===== config.mk =====
export PLATFORM = sky130hd
export DESIGN_NAME = one_wire_slave_flat
export DESIGN_NICKNAME = d
export VERILOG_FILES = /design/src/rtl/one_wire_slave_if.sv /design/src/rtl/one_wire_slave.sv /design/src/flat_wrapper.sv
export SDC_FILE = /design/constraint.sdc
export NUM_CORES = 1
export LEC_CHECK = 0
export BUFFER_PORTS_ARGS = -buffer_cell sky130_fd_sc_hd__buf_2
export CAP_MARGIN = 5
export CORE_MARGIN = 2
export CORE_UTILIZATION = 55
export DETAILED_ROUTE_END_ITERATION = 8
export PLACE_DENSITY = 0.73
export SLEW_MARGIN = 30
export SYNTH_ARGS = -nofsm -noshare
export SYNTH_HDL_FRONTEND = slang
export SYNTH_SLANG_ARGS = --single-unit

===== constraint.sdc =====
create_clock -name clk -period 2.8 [get_ports clk]
set_input_delay 0.84 -clock clk [delete_from_list [all_inputs] [get_ports clk]]
set_output_delay 0.84 -clock clk [all_outputs]
set_load 0.05 [all_outputs]

===== src/rtl/one_wire_slave_if.sv =====
// Bundle of the host-side handshake and 1-Wire bus lines of the responder.
// The slave modport is the responder's view; master is the host/bus-model view.
interface one_wire_slave_if;
  logic [7:0] txData;
  logic       txLoad;
  logic [7:0] rxData;
  logic       rxValid;
  logic       txBusy;
  logic       txDone;
  logic       resetDetected;
  logic       presenceDone;
  logic [7:0] crcValue;
  logic       oneWireRx;
  logic       oneWireTx;

  modport slave (
    input  txData, txLoad, oneWireRx,
    output rxData, rxValid, txBusy, txDone, resetDetected, presenceDone,
           crcValue, oneWireTx
  );

  modport master (
    output txData, txLoad, oneWireRx,
    input  rxData, rxValid, txBusy, txDone, resetDetected, presenceDone,
           crcValue, oneWireTx
  );
endinterface


===== src/rtl/one_wire_slave.sv =====
// 1-Wire responder: reset/presence handling, LSB-first byte receive and armed byte transmit.
// Define ONE_WIRE_SLAVE_CRC_EN to add a running Dallas CRC8 on crcValue (otherwise it reads 0x00).
module one_wire_slave #(
  parameter int CLK_FRQ_MHZ      = 24,
  parameter int RESET_MIN_US     = 400,
  parameter int PRESENCE_WAIT_US = 30,
  parameter int PRESENCE_LEN_US  = 120,
  parameter int SAMPLE_US        = 30,
  parameter int HOLD_US          = 40
) (
  input  logic            clk,
  input  logic            rst_n,
  input  logic            enable_i,
  one_wire_slave_if.slave bus
);

  localparam int               PRE_W    = (CLK_FRQ_MHZ > 1) ? $clog2(CLK_FRQ_MHZ) : 1;
  localparam logic [PRE_W-1:0] PRE_MAX  = PRE_W'(CLK_FRQ_MHZ - 1);
  localparam logic [PRE_W-1:0] PRE_ONE  = PRE_W'(1);
  localparam logic [10:0]      US_MAX   = 11'h7FF;
  localparam logic [10:0]      T_RESET  = 11'(RESET_MIN_US);
  localparam logic [10:0]      T_PWAIT  = 11'(PRESENCE_WAIT_US);
  localparam logic [10:0]      T_PLEN   = 11'(PRESENCE_LEN_US);
  localparam logic [10:0]      T_SAMPLE = 11'(SAMPLE_US);
  localparam logic [10:0]      T_HOLD   = 11'(HOLD_US);

  typedef enum logic [2:0] {
    IDLE,
    RST_LOW,
    PRES_WAIT,
    PRES_DRIVE,
    SLOT_START,
    SLOT_DRIVE,
    SLOT_SAMPLE,
    SLOT_END
  } state_t;

  state_t           state_q;
  logic             sync1_q;
  logic             busLow_q;
  logic             busLowDly_q;
  logic [PRE_W-1:0] preCnt_q;
  logic [PRE_W-1:0] preCnt_d;
  logic [10:0]      usCnt_q;
  logic [10:0]      usCnt_d;
  logic [2:0]       bitCnt_q;
  logic [7:0]       rxShift_q;
  logic [7:0]       rxData_q;
  logic [7:0]       txShift_q;
  logic             txArmed_q;
  logic             oneWireTx_q;
  logic             rxValid_q;
  logic             txDone_q;
  logic             resetDet_q;
  logic             presDone_q;

  logic             usTick;
  logic             fall;
  logic             inPres;
  logic             wdFire;

  // Our own presence pull also looks like a fall, so PRES_* ignores falls and the watchdog.
  always_comb begin
    usTick   = (preCnt_q == PRE_MAX);
    preCnt_d = usTick ? '0 : preCnt_q + PRE_ONE;
    usCnt_d  = (usTick && (usCnt_q != US_MAX)) ? usCnt_q + 11'd1 : usCnt_q;
    fall     = busLow_q & ~busLowDly_q;
    inPres   = (state_q == PRES_WAIT) || (state_q == PRES_DRIVE);
    wdFire   = busLow_q && !inPres && (usCnt_q >= T_RESET);
  end

`ifdef ONE_WIRE_SLAVE_CRC_EN
  logic [7:0] crc_q;
  logic [7:0] crc_d;
  logic       slotBit;

  always_comb begin
    slotBit = txArmed_q ? txShift_q[0] : rxShift_q[7];
    crc_d   = {1'b0, crc_q[7:1]} ^ (((crc_q[0] ^ slotBit) == 1'b1) ? 8'h8C : 8'h00);
  end

  assign bus.crcValue = crc_q;
`else
  assign bus.crcValue = 8'h00;
`endif

  always_ff @(posedge clk or negedge rst_n) begin
    if (!rst_n) begin
      state_q     <= IDLE;
      sync1_q     <= 1'b0;
      busLow_q    <= 1'b0;
      busLowDly_q <= 1'b0;
      preCnt_q    <= '0;
      usCnt_q     <= '0;
      bitCnt_q    <= '0;
      rxShift_q   <= '0;
      rxData_q    <= '0;
      txShift_q   <= '0;
      txArmed_q   <= 1'b0;
      oneWireTx_q <= 1'b0;
      rxValid_q   <= 1'b0;
      txDone_q    <= 1'b0;
      resetDet_q  <= 1'b0;
      presDone_q  <= 1'b0;
`ifdef ONE_WIRE_SLAVE_CRC_EN
      crc_q       <= '0;
`endif
    end else begin
      sync1_q     <= bus.oneWireRx;
      busLow_q    <= sync1_q;
      busLowDly_q <= busLow_q;
      rxValid_q   <= 1'b0;
      txDone_q    <= 1'b0;
      resetDet_q  <= 1'b0;
      presDone_q  <= 1'b0;
      preCnt_q    <= preCnt_d;
      usCnt_q     <= usCnt_d;

      if (!enable_i) begin
        state_q     <= IDLE;
        preCnt_q    <= '0;
        usCnt_q     <= '0;
        bitCnt_q    <= '0;
        txArmed_q   <= 1'b0;
        oneWireTx_q <= 1'b0;
      end else if (wdFire) begin
        state_q     <= RST_LOW;
        preCnt_q    <= '0;
        usCnt_q     <= '0;
        bitCnt_q    <= '0;
        txArmed_q   <= 1'b0;
        oneWireTx_q <= 1'b0;
        resetDet_q  <= 1'b1;
`ifdef ONE_WIRE_SLAVE_CRC_EN
        crc_q       <= '0;
`endif
      end else begin
        if (fall && !inPres) begin
          preCnt_q <= '0;
          usCnt_q  <= '0;
        end

        // Every state change below also restarts the microsecond timebase.
        case (state_q)
          IDLE: begin
            if (bus.txLoad && (bitCnt_q == 3'd0)) begin
              txArmed_q <= 1'b1;
              txShift_q <= bus.txData;
            end
            if (fall) begin
              state_q  <= SLOT_START;
              preCnt_q <= '0;
              usCnt_q  <= '0;
            end
          end

          RST_LOW: begin
            if (!busLow_q) begin
              state_q  <= PRES_WAIT;
              preCnt_q <= '0;
              usCnt_q  <= '0;
            end
          end

          PRES_WAIT: begin
            if (usCnt_q >= T_PWAIT) begin
              state_q     <= PRES_DRIVE;
              oneWireTx_q <= 1'b1;
              preCnt_q    <= '0;
              usCnt_q     <= '0;
            end
          end

          PRES_DRIVE: begin
            if (usCnt_q >= T_PLEN) begin
              state_q     <= IDLE;
              oneWireTx_q <= 1'b0;
              presDone_q  <= 1'b1;
              preCnt_q    <= '0;
              usCnt_q     <= '0;
            end
          end

          SLOT_START: begin
            preCnt_q <= '0;
            usCnt_q  <= '0;
            if (!txArmed_q) begin
              state_q <= SLOT_SAMPLE;
            end else if (!txShift_q[0]) begin
              state_q     <= SLOT_DRIVE;
              oneWireTx_q <= 1'b1;
            end else begin
              state_q <= SLOT_END;
            end
          end

          SLOT_DRIVE: begin
            if (usCnt_q >= T_HOLD) begin
              state_q     <= SLOT_END;
              oneWireTx_q <= 1'b0;
              preCnt_q    <= '0;
              usCnt_q     <= '0;
            end
          end

          SLOT_SAMPLE: begin
            if (usCnt_q >= T_SAMPLE) begin
              rxShift_q <= {~busLow_q, rxShift_q[7:1]};
              state_q   <= SLOT_END;
              preCnt_q  <= '0;
              usCnt_q   <= '0;
            end
          end

          SLOT_END: begin
            if (!busLow_q) begin
              bitCnt_q <= bitCnt_q + 3'd1;
`ifdef ONE_WIRE_SLAVE_CRC_EN
              crc_q    <= crc_d;
`endif
              if (txArmed_q) begin
                txShift_q <= {1'b0, txShift_q[7:1]};
                if (bitCnt_q == 3'd7) begin
                  txArmed_q <= 1'b0;
                  txDone_q  <= 1'b1;
                end
              end else if (bitCnt_q == 3'd7) begin
                rxData_q  <= rxShift_q;
                rxValid_q <= 1'b1;
              end
              state_q  <= IDLE;
              preCnt_q <= '0;
              usCnt_q  <= '0;
            end
          end

          default: state_q <= IDLE;
        endcase
      end
    end
  end

  assign bus.rxData        = rxData_q;
  assign bus.rxValid       = rxValid_q;
  assign bus.txBusy        = txArmed_q;
  assign bus.txDone        = txDone_q;
  assign bus.resetDetected = resetDet_q;
  assign bus.presenceDone  = presDone_q;
  assign bus.oneWireTx     = oneWireTx_q;

endmodule

===== src/flat_wrapper.sv =====
// flat-port wrapper written by rule: the top's interface ports become plain ports
module one_wire_slave_flat 
#(
  parameter int CLK_FRQ_MHZ      = 24,
  parameter int RESET_MIN_US     = 400,
  parameter int PRESENCE_WAIT_US = 30,
  parameter int PRESENCE_LEN_US  = 120,
  parameter int SAMPLE_US        = 30,
  parameter int HOLD_US          = 40
)
  (clk, rst_n, enable_i, bus_txData, bus_txLoad, bus_oneWireRx, bus_rxData, bus_rxValid, bus_txBusy, bus_txDone, bus_resetDetected, bus_presenceDone, bus_crcValue, bus_oneWireTx);
  one_wire_slave_if bus_i ();
  input  logic clk;
  input  logic rst_n;
  input  logic enable_i;
  input wire logic [$bits(bus_i.txData)-1:0] bus_txData;
  input wire logic [$bits(bus_i.txLoad)-1:0] bus_txLoad;
  input wire logic [$bits(bus_i.oneWireRx)-1:0] bus_oneWireRx;
  output wire logic [$bits(bus_i.rxData)-1:0] bus_rxData;
  output wire logic [$bits(bus_i.rxValid)-1:0] bus_rxValid;
  output wire logic [$bits(bus_i.txBusy)-1:0] bus_txBusy;
  output wire logic [$bits(bus_i.txDone)-1:0] bus_txDone;
  output wire logic [$bits(bus_i.resetDetected)-1:0] bus_resetDetected;
  output wire logic [$bits(bus_i.presenceDone)-1:0] bus_presenceDone;
  output wire logic [$bits(bus_i.crcValue)-1:0] bus_crcValue;
  output wire logic [$bits(bus_i.oneWireTx)-1:0] bus_oneWireTx;
  assign bus_i.txData = bus_txData;
  assign bus_i.txLoad = bus_txLoad;
  assign bus_i.oneWireRx = bus_oneWireRx;
  assign bus_rxData = bus_i.rxData;
  assign bus_rxValid = bus_i.rxValid;
  assign bus_txBusy = bus_i.txBusy;
  assign bus_txDone = bus_i.txDone;
  assign bus_resetDetected = bus_i.resetDetected;
  assign bus_presenceDone = bus_i.presenceDone;
  assign bus_crcValue = bus_i.crcValue;
  assign bus_oneWireTx = bus_i.oneWireTx;
  one_wire_slave #(.CLK_FRQ_MHZ(CLK_FRQ_MHZ), .RESET_MIN_US(RESET_MIN_US), .PRESENCE_WAIT_US(PRESENCE_WAIT_US), .PRESENCE_LEN_US(PRESENCE_LEN_US), .SAMPLE_US(SAMPLE_US), .HOLD_US(HOLD_US)) u_core (.clk(clk), .rst_n(rst_n), .enable_i(enable_i), .bus(bus_i));
endmodule

==> results.md, run 1 <==
- Status: finished clean
- Num Clock Sinks: between 50 and 60
- Final net count: roughly 300
- Drt pass-1 iters: 4
- Post-synth top area share: 0.507
- Total grt overflow: 0
- Mapped Area: 2720 um^2
- Synthesized area per cell: 10.6 um^2
- Ys flop type: dfrtp_1
- RSZ-0062 raised after global routing: no
- Power per cell area: ~660 nW/um^2
- Fraction of layout cells with a size suffix above 1: 0.196
- Die Area: 5510 um^2
- Num CTS Buffers: 5
- Worst vdd ir: 356 uV
- FF-to-FF path depth: 5
- Number of synthesized register bits: 55
- Max-slew violations: 0
- Number of synthesized flops with an enable pin: 0
- Netlist cell types: 45
- Peak Freq: 421 MHz
- Crit share post-route: 0.847
- Async SR Flop Fraction: 1.00
- Remaining DRCs: 0
- Clock Latency Late Sink: 0.32 ns
- Gpl congestion: 0.841
- Clk buf depth: 2
- Slew HR: 0.569
- Worst Tran Pin Value: 0.647 ns
- Post-route setup TNS: 0 ns
- Fill cells: around 400
- GRT Util Overall: 0.188
- Wirelength, routed: 4660 um
- Post-cts resize count: 0
- Vias/cell: 5.55
- Drt first-iter violations: 111
- CP arrival: 2.60 ns
- Flop-to-flop setup slack: 0.43 ns
- Vias in the first global route: around 1,800
- FP Rows: 25
- Yosys top cell by area: dfrtp_1
- Final HPWL from detailed placement: 3270 um
- Top post-synthesis cells by count: dfrtp_1 (55), nor2_1 (24), nand2_1 (23), mux2_2 (15), o21ai_0 (12)
- Die Ht: approximately 74 um
- Global-route wire length before repair: 7950 um
- Setup CP Type: reg2reg
- Antenna Cells: 0
- Area grow syn2layout: 10.1%
- Max_cap viols: 0
- Die width: about 74 um
- CTS clk-pin slew, worst paths: 0.09 ns
- Post-Syn Instances: 257
- Initial antenna violation count: 0
- Final core utilization: 0.629
- Worst min path class: reg2reg
- Clock Skew: between 0.009 and 0.01 ns
- Minimum clock period: 2.37 ns
- Crit end category: flop
- Synth top area cells: dfrtp_1 (51%), mux2_2 (6.2%), nor2_1 (3.3%), nand2_1 (3.2%), ha_1 (2.8%)
- Synth warn: 0
- CTS root buf: clkbuf_8
- I/O pin cnt: 35
- Via Count: 1,926
- Crit start category: flop
- Leakage power: around 1.5 nW
- Core area: 4750 um^2
- Postcts setup bufs: 0
- Wire per inst: 13.4 um
- Critical Path Fanout Max: 16
- Largest net degree at the start of global routing: 29
- IO Port Bufs: 26
- Critical Path RT: 3.03 ns
- Detail Route Antenna Nets: 0
- Htree depth: 2
- # setup viols final: 0
- Hold path cells: 0
- # hold bufs at CTS: 0
- TritonCTS clock tree: yes
- Seq/Total Area, Yosys: 0.507
- Initial Utilization: 0.571
- Cell with the most instances after synthesis: dfrtp_1
- Final Hold Vio Count: 0
-- logic make-up (layout without fill, tap and decap cells) --
group,after synthesis,count (layout),share of synthesized area
and+or+nand+nor,90,90,0.176
DFF,55,55,0.507
AOI/OAI and AO/OA,40,40,0.105
buffers and inverters,31,47,0.0567
muxes,22,22,0.0880
xor gates and xnor gates,12,12,0.0387
adders and majority gates,6,6,0.0276
other,1,8,0.00138
-- routing by layer --
metal	part of all wire	global-route usage	wire length, um	vias to the layer above
li1	-	-	-	938
met5	0	0	0	-
met1	0.46	0.241	2150	920
met3	0.050	0.0366	235	11
met2	0.46	0.305	2170	57
met4	0.023	0.0992	106	0
-- power breakdown --
part           internal, W  switching [W]
combinational     0.000170       0.000281
sequential        0.000887       0.000110
clock             0.000266       0.000253
total              0.00132       0.000644
-- critical path, stage by stage (launching register included) --
cell      delay (ns)
dfrtp_1         0.59
nor2b_1         0.40
a32o_1          0.24
a211oi_2        0.12
a2111o_1        0.68
nor3_1          0.26
-- cell usage in the layout, fill, tap and decap left out, drive strengths merged, types with 2 or more instances in the layout --
| cell | instances |
|---|---|
| o21ai | 12 |
| nand2b | 2 |
| and3 | 5 |
| nand2 | 23 |
| clkbuf | 5 |
| a2111oi | 3 |
| mux2 | 15 |
| nand4 | 9 |
| buf | 28 |
| a21oi | 8 |
| mux2i | 7 |
| clkinv | 2 |
| nor3b | 3 |
| nand4b | 2 |
| and4b | 2 |
| nand3 | 6 |
| inv | 11 |
| nor2 | 24 |
| dfrtp | 55 |
| nor4b | 2 |
| nor3 | 4 |
| xor2 | 7 |
| ha | 6 |
| a211oi | 6 |
| conb | 8 |
| nor4 | 3 |
| xnor2 | 5 |
| nor2b | 2 |
-- path summary, 6_finish.rpt --
path / start / to
max: u_core.state_q[1]$_DFFE_PN0P_ / u_core.preCnt_q[3]$_DFF_PN0_
min: u_core.sync1_q$_DFF_PN0_ / u_core.busLow_q$_DFF_PN0_
max reg2reg: u_core.state_q[1]$_DFFE_PN0P_ / u_core.preCnt_q[3]$_DFF_PN0_
min reg2reg: u_core.sync1_q$_DFF_PN0_ / u_core.busLow_q$_DFF_PN0_
max in group asynchronous: rst_n / u_core.bus.rxData[6]$_DFFE_PN0P_
min in group asynchronous: rst_n / u_core.txShift_q[7]$_DFFE_PN0P_
-- state kept, by name, indices dropped and copies added (netlist names), 3 cells and up --
signal / cells
u_core.preCnt_q: 5
u_core.bitCnt_q: 3
u_core.usCnt_q: 11
u_core.txShift_q: 8
u_core.rxShift_q: 8
u_core.bus.rxData: 8
u_core.state_q: 3
-- stage by stage --
stage          power, W  hold WS, ns  setup WS, ns  instance area (um^2)  cells
6_report        0.00197        0.353         0.427                  2990    347
5_1_grt         0.00209        0.366         0.231                  2990    347
4_1_cts         0.00198        0.358         0.435                  2980    347
3_5_place_dp    0.00145        0.336         0.448                  2870    339
3_3_place_gp    0.00145        0.333         0.543                  2870    339
2_1_floorplan   0.00135        0.331         0.591                  2740    264
-- layout make-up --
type | count | area (um^2) | area share
Inverter | 11 | 41.3 | 0.0138
Clock buffer | 5 | 68.8 | 0.0230
Sequential cell | 55 | 1380 | 0.460
Timing Repair Buffer | 28 | 158 | 0.0527
Tap cell | 67 | 83.8 | 0.0280
Multi-Input combinational cell | 178 | 1220 | 0.407
Clock inverter | 3 | 43.8 | 0.0147
Power figures use the tool's default switching activity.
==> run 2: changes to the inputs <==
Settings changed: CORE_UTILIZATION 55 to 52.
Clock period 2.8 ns to 2.01 ns, I/O delays scaled along.
==> results.md, run 2 (synthesis gave the netlist of run 1 again) <==
- Status: finished clean (unchanged)
- Worst path slowest cell: a2111o_1 (unchanged)
- Die Area: 5820 um^2 (was 5510 um^2)
- End of the worst register-to-register path: u_core.usCnt_q[3]$_DFF_PN0_ (was u_core.preCnt_q[3]$_DFF_PN0_)
- Int Pwr: 0.00202 W (was 0.00132 W)
- Flop-to-flop setup slack: 0.06 ns (was 0.43 ns)
- Wire per inst: 14.1 um (was 13.4 um)
- Clock Latency Late Sink: 0.30 ns (was 0.32 ns)
- Drt pass-1 iters: 4 (unchanged)
- Fraction of layout cells with a size suffix above 1: 0.322 (was 0.196)
- Register area: 1380 um^2 (about the same)
- Multi-input logic area: 1270 um^2 (was 1220 um^2)
- Max_cap viols: 0 (unchanged)
- Largest net degree at the start of global routing: 25 (was 29)
- Num CTS Buffers: 5 (unchanged)
- Minimum clock period: 1.95 ns (was 2.37 ns)
- Net Sw Frac: 0.324 (was 0.327)
- Fin Hold WS: 0.200 ns (was 0.353 ns)
- Top reg by flops: u_core.usCnt_q (unchanged)
- Gpl congestion: 0.962 (was 0.841)
- Reg-to-reg startpoint: u_core.usCnt_q[6]$_DFF_PN0_ (was u_core.state_q[1]$_DFFE_PN0P_)
- CTS root buf: clkbuf_8 (unchanged)
- Max-slew violations: 0 (unchanged)
- Initial Utilization: 0.535 (was 0.571)
- Crit path cell chain: nor4bb_4 > a32o_2 > a211oi_4 > a2111o_1 > buf_4 > nor2_1 (was nor2b_1 > a32o_1 > a211oi_2 > a2111o_1 > nor3_1)
- Clock power share: 0.245 (was 0.264)
- Fill cells: 409 (was 392)
- Final HPWL from detailed placement: 3910 um (was 3270 um)
- TritonCTS clock tree: yes (unchanged)
- Critical Path Fanout Max: 9 (was 16)
- Clk buf depth: 2 (unchanged)
- Via Count: 2,065 (was 1,926)
- CTS clk-pin slew, worst paths: 0.10 ns (was 0.09 ns)
- I/O pin cnt: 35 (unchanged)
- Crit start category: flop (unchanged)
- GRT Util Overall: 0.194 (was 0.188)
- Vias in the first global route: 1,993 (was 1,788)
- Vias/cell: 5.38 (was 5.55)
- Register share of total power: 0.452 (was 0.507)
- Post-route setup TNS: 0 ns (unchanged)
- Area grow syn2layout: 22.2% (was 10.1%)
- Wirelength, routed: 5400 um (was 4660 um)
- Worst Path Buf+Inv: 1 (was 0)
- Htree depth: 2 (unchanged)
- Die Ht: 76.3 um (was 74.3 um)
- Remaining DRCs: 0 (unchanged)
- Setup CP Type: reg2reg (unchanged)
- Crit share post-route: 0.968 (was 0.847)
- Die width: 76.3 um (was 74.3 um)
- Worst min path class: in2async (was reg2reg)
- Core area: 5070 um^2 (was 4750 um^2)
- Worst Tran Pin Value: 0.740 ns (was 0.647 ns)
- Slew HR: 0.494 (was 0.569)
- Max FFs per register: 11 (unchanged)
- Critical Path RT: 2.25 ns (was 3.03 ns)
- Combinational fraction of design power: 0.303 (was 0.229)
- FF-to-FF path depth: 6 (was 5)
- Clock Skew: 0.00743 ns (was 0.00963 ns)
- Drt first-iter violations: 120 (was 111)
- Final net count: 332 (was 298)
- Global-route wire length before repair: 9170 um (was 7950 um)
- # setup viols final: 0 (unchanged)
- Final core utilization: 0.654 (was 0.629)
- Crit path max-delay family: compound AO/OA/AOI/OAI gates (unchanged)
- NetSw: 0.000966 W (was 0.000644 W)
- Leakage power: 1.64 nW (was 1.46 nW)
- Detail Route Antenna Nets: 0 (unchanged)
- Worst Setup SP: u_core.usCnt_q[6]$_DFF_PN0_ (was u_core.state_q[1]$_DFFE_PN0P_)
- Final Hold Vio Count: 0 (unchanged)
- Most frequent cells in the layout: dfrtp_1 (51), buf_4 (33), buf_2 (26), nor2_1 (24), nand2_1 (22) (was dfrtp_1 (55), buf_2 (26), nor2_1 (24), nand2_1 (23), mux2_2 (15))
- RSZ-0062 raised after global routing: yes (was no)
- Most common cell after layout, fill and taps aside: dfrtp_1 (unchanged)
- Worst stage delay on the critical path: 0.50 ns (was 0.68 ns)
- IO Port Bufs: 26 (unchanged)
- Power per cell area: 899 nW/um^2 (was 658 nW/um^2)
- FP Rows: 26 (was 25)
- # hold bufs at CTS: 0 (unchanged)
- Peak Freq: 514 MHz (was 421 MHz)
- Total grt overflow: 0 (unchanged)
- Crit end category: flop (unchanged)
- CP arrival: 2.18 ns (was 2.60 ns)
- Num Clock Sinks: 55 (unchanged)
- Initial antenna violation count: 0 (unchanged)
- Worst vdd ir: 746 uV (was 356 uV)
- Antenna Cells: 0 (unchanged)
## run 2: changes by cell type in the layout (fill, tap and decap cells not counted), sizes merged
cell and change:
inv +1, clkinvlp +1, clkinv -2, buf +34
## run 2: through the flow
step                      instance area [um^2]  worst slack [ns]  cells  total power, W
after floorplan                           2740            0.0375    264         0.00189
after detailed placement                  3100           -0.0426    372         0.00215
after CTS                                 3240           -0.0187    382         0.00291
after global routing                      3320           -0.0627    384         0.00317
after global placement                    3100            0.0267    372         0.00213
final                                     3320            0.0635    384         0.00298
## run 2: layout make-up
cell class / count / share of cell area
sequential: 55 / 0.416
multi-input combinational: 178 / 0.383
timing repair buffer: 62 / 0.127
tap: 70 / 0.0264
clock buffer: 5 / 0.0207
clock inverter: 3 / 0.0140
inverter: 11 / 0.0124
## run 2: power by group through the flow
stage                     sequential (W)  combinational, W  clock [W]
after global placement           0.00135          0.000784          0
after detailed placement         0.00135          0.000798          0
final                            0.00135          0.000904   0.000731
after global routing             0.00137          0.000995   0.000804
after floorplan                  0.00137          0.000512          0
after CTS                        0.00133          0.000828   0.000750
## run 2: worst register-to-register path, delay by kind of cell (launching register included)
family                 cells  cell delay, ns
and+or+nand+nor            2            0.45
AOI/OAI and AO/OA          3            0.77
DFF                        1            0.46
buffers and inverters      1            0.21
## run 2: routing by layer
metal / share of wire / GRT usage / wire length [um]
met4: 0.012 / 0.0491 / 63
met1: 0.46 / 0.274 / 2490
met2: 0.49 / 0.310 / 2660
met5: 0 / 0 / 0
met3: 0.035 / 0.0367 / 189
## run 2: how the worst max path moves through the flow
stage / end / depth (start not counted)
after floorplan: u_core.rxShift_q[0]$_DFFE_PN0P_ / 5
after global placement: u_core.usCnt_q[3]$_DFF_PN0_ / 6
after detailed placement: u_core.usCnt_q[5]$_DFF_PN0_ / 6
after CTS: u_core.preCnt_q[3]$_DFF_PN0_ / 6
after global routing: u_core.preCnt_q[1]$_DFF_PN0_ / 6
final: u_core.usCnt_q[3]$_DFF_PN0_ / 6
## run 2: what timing repair did
item / in CTS / in global routing
endpoints found under the setup margin: 9 / 24
buffers inserted: 2 / 2
pin swaps: 2 / 8
cloned: 0 / 0
gates resized for setup: 2 / 17
==> run 3: changes to the inputs <==
--- a/config.mk
+++ b/config.mk
@@ -13,2 +13,3 @@
 export PLACE_DENSITY = 0.73
+export SKIP_CTS_REPAIR_TIMING = 1
 export SLEW_MARGIN = 30
--- a/constraint.sdc
+++ b/constraint.sdc
@@ -3,2 +3,2 @@
 set_output_delay 0.603 -clock clk [all_outputs]
-set_load 0.05 [all_outputs]
+set_load 0.005 [all_outputs]
==> results.md, run 3 (synthesis gave the netlist of run 1 again) <==
- Status: finished clean (unchanged)
- Global routing usage on met1: 0.272 (was 0.274)
- RSZ-0062 raised after global routing: yes (unchanged)
- Htree depth: 2 (unchanged)
- Wirelength, routed: 5420 um (was 5400 um)
- # setup viols final: 0 (unchanged)
- Crit share post-route: 0.987 (was 0.968)
- Worst Tran Pin Value: 0.731 ns (was 0.740 ns)
- Combinational fraction of design power: 0.286 (was 0.303)
- Int Pwr: 0.00201 W (was 0.00202 W)
- Critical Path RT: 2.23 ns (was 2.25 ns)
- Leakage power: 1.64 nW (about the same)
- Post-place setup slack: -0.0426 ns (unchanged)
- Most common cell after layout, fill and taps aside: dfrtp_1 (unchanged)
- Worst vdd ir: 702 uV (was 746 uV)
- CP arrival: 2.21 ns (was 2.18 ns)
- Peak Freq: 504 MHz (was 514 MHz)
- Wire per inst: 14.1 um (about the same)
- Max-slew violations: 0 (unchanged)
- Die width: 76.3 um (unchanged)
- Initial antenna violation count: 0 (unchanged)
- CTS root buf: clkbuf_8 (unchanged)
- Fraction of layout cells with a size suffix above 1: 0.317 (was 0.322)
- Fill cells: 407 (was 409)
- Worst stage delay on the critical path: 0.48 ns (was 0.50 ns)
- Tot Pwr: 0.00290 W (was 0.00298 W)
- FF-to-FF path depth: 6 (unchanged)
- Fin Hold WS: 0.203 ns (was 0.200 ns)
- Crit end category: flop (unchanged)
- Num Clock Sinks: 55 (unchanged)
- Worst path slowest cell: a2111o_1 (unchanged)
- NetSw: 0.000886 W (was 0.000966 W)
- Final HPWL from detailed placement: 3910 um (unchanged)
- Most frequent cells in the layout: dfrtp_1 (51), buf_4 (34), buf_2 (26), nor2_1 (24), nand2_1 (22) (was dfrtp_1 (51), buf_4 (33), buf_2 (26), nor2_1 (24), nand2_1 (22))
- Core area: 5070 um^2 (unchanged)
- Initial Utilization: 0.535 (unchanged)
- Max FFs per register: 11 (unchanged)
- Crit path cell chain: nor4_4 > and3_4 > nand2_4 > a2111o_1 > buf_6 > nor3_1 (was nor4bb_4 > a32o_2 > a211oi_4 > a2111o_1 > buf_4 > nor2_1)
- Vias/cell: 5.39 (was 5.38)
- Max_cap viols: 0 (unchanged)
- Clock power share: 0.252 (was 0.245)
- Net Sw Frac: 0.306 (was 0.324)
- IO Port Bufs: 26 (unchanged)
- Remaining DRCs: 0 (unchanged)
- Crit start category: flop (unchanged)
- Clock Skew: 0.00983 ns (was 0.00743 ns)
- Drt first-iter violations: 75 (was 120)
- Power per cell area: 874 nW/um^2 (was 899 nW/um^2)
- Die Ht: 76.3 um (unchanged)
- Antenna Cells: 0 (unchanged)
- Detail Route Antenna Nets: 0 (unchanged)
- TritonCTS clock tree: yes (unchanged)
- Gpl congestion: 0.962 (unchanged)
- FP Rows: 26 (unchanged)
- Largest net degree at the start of global routing: 25 (unchanged)
- Worst min path class: in2async (unchanged)
- GRT Util Overall: 0.191 (was 0.194)
- Total grt overflow: 0 (unchanged)
- Global-route wire length before repair: 9070 um (was 9170 um)
- Slew HR: 0.500 (was 0.494)
- Post-route setup TNS: 0 ns (unchanged)
- Worst setup margin: 0.0257 ns (was 0.0635 ns)
- Register share of total power: 0.463 (was 0.452)
- Critical Path Fanout Max: 3 (was 9)
- Minimum clock period: 1.98 ns (was 1.95 ns)
- Vias in the first global route: 1,977 (was 1,993)
- Area grow syn2layout: 22.2% (unchanged)
- Via Count: 2,077 (was 2,065)
- Top reg by flops: u_core.usCnt_q (unchanged)
- Die Area: 5820 um^2 (unchanged)
- Setup CP Type: reg2reg (unchanged)
- Drt pass-1 iters: 5 (was 4)
- Final Hold Vio Count: 0 (unchanged)
- Routing usage on met2: 0.304 (was 0.310)
- Global routing's busiest layer: met2 (unchanged)
- Num CTS Buffers: 5 (unchanged)
- CTS clk-pin slew, worst paths: 0.10 ns (about the same)
- Clock Latency Late Sink: 0.31 ns (was 0.30 ns)
- Flop-to-flop setup slack: 0.03 ns (was 0.06 ns)
- Clk buf depth: 2 (unchanged)
- Met3 usage: 0.0367 (unchanged)
- Final net count: 333 (was 332)
- Final core utilization: 0.654 (unchanged)
- I/O pin cnt: 35 (unchanged)
run 3: changes by cell type in the layout (fill, tap and decap cells not counted):
| cell | change |
|---|---|
| o21ai_1 | -1 |
| nand2_2 | -1 |
| nor3_1 | +1 |
| buf_4 | +1 |
| o21ai_0 | +1 |
| a32o_2 | -1 |
| a32o_1 | +1 |
| nand2_4 | +1 |
| nor3_4 | -1 |
run 3: through the flow:
step           cell area (um^2)  std cells
2_1_floorplan              2740        264
3_3_place_gp               3100        372
3_5_place_dp               3100        372
4_1_cts                    3210        380
5_1_grt                    3320        385
6_report                   3320        385
run 3: area by class of cell:
type,instances,area (um^2),share of cell area
well taps,70,87.6,0.0264
multi-input cells,178,1260,0.381
clock buffers,5,68.8,0.0207
inverters,11,41.3,0.0124
flip-flops and latches,55,1380,0.416
clock inverters,3,46.3,0.0140
repair buffers,63,428,0.129
run 3: layer usage:
metal	vias up	routed length [um]
met5	-	0
met4	0	70
met3	12	245
met2	64	2620
met1	990	2480
li1	1011	-
run 3: power groups by stage:
stage	clock network, W	registers (W)	logic [W]
2_1_floorplan	0	0.00133	0.000482
3_3_place_gp	0	0.00135	0.000708
3_5_place_dp	0	0.00135	0.000722
4_1_cts	0.000750	0.00133	0.000726
5_1_grt	0.000804	0.00136	0.000921
6_report	0.000730	0.00134	0.000829
run 3: final timing paths:
kind | to | start
min | u_core.bus.rxData[2]$_DFFE_PN0P_ | rst_n
min in group clk | u_core.busLow_q$_DFF_PN0_ | u_core.sync1_q$_DFF_PN0_
max in group asynchronous | u_core.bitCnt_q[1]$_DFFE_PN0P_ | rst_n
max reg2reg | u_core.preCnt_q[0]$_DFF_PN0_ | u_core.usCnt_q[10]$_DFF_PN0_
min reg2reg | u_core.busLow_q$_DFF_PN0_ | u_core.sync1_q$_DFF_PN0_
max | u_core.preCnt_q[0]$_DFF_PN0_ | u_core.usCnt_q[10]$_DFF_PN0_
run 3: worst max-delay path: cells and delay by family, from the launching register on:
family,cells,cell delay (ns)
AOI/OAI and AO/OA,1,0.48
buffers and inverters,1,0.15
DFF,1,0.45
and+or+nand+nor,4,0.82
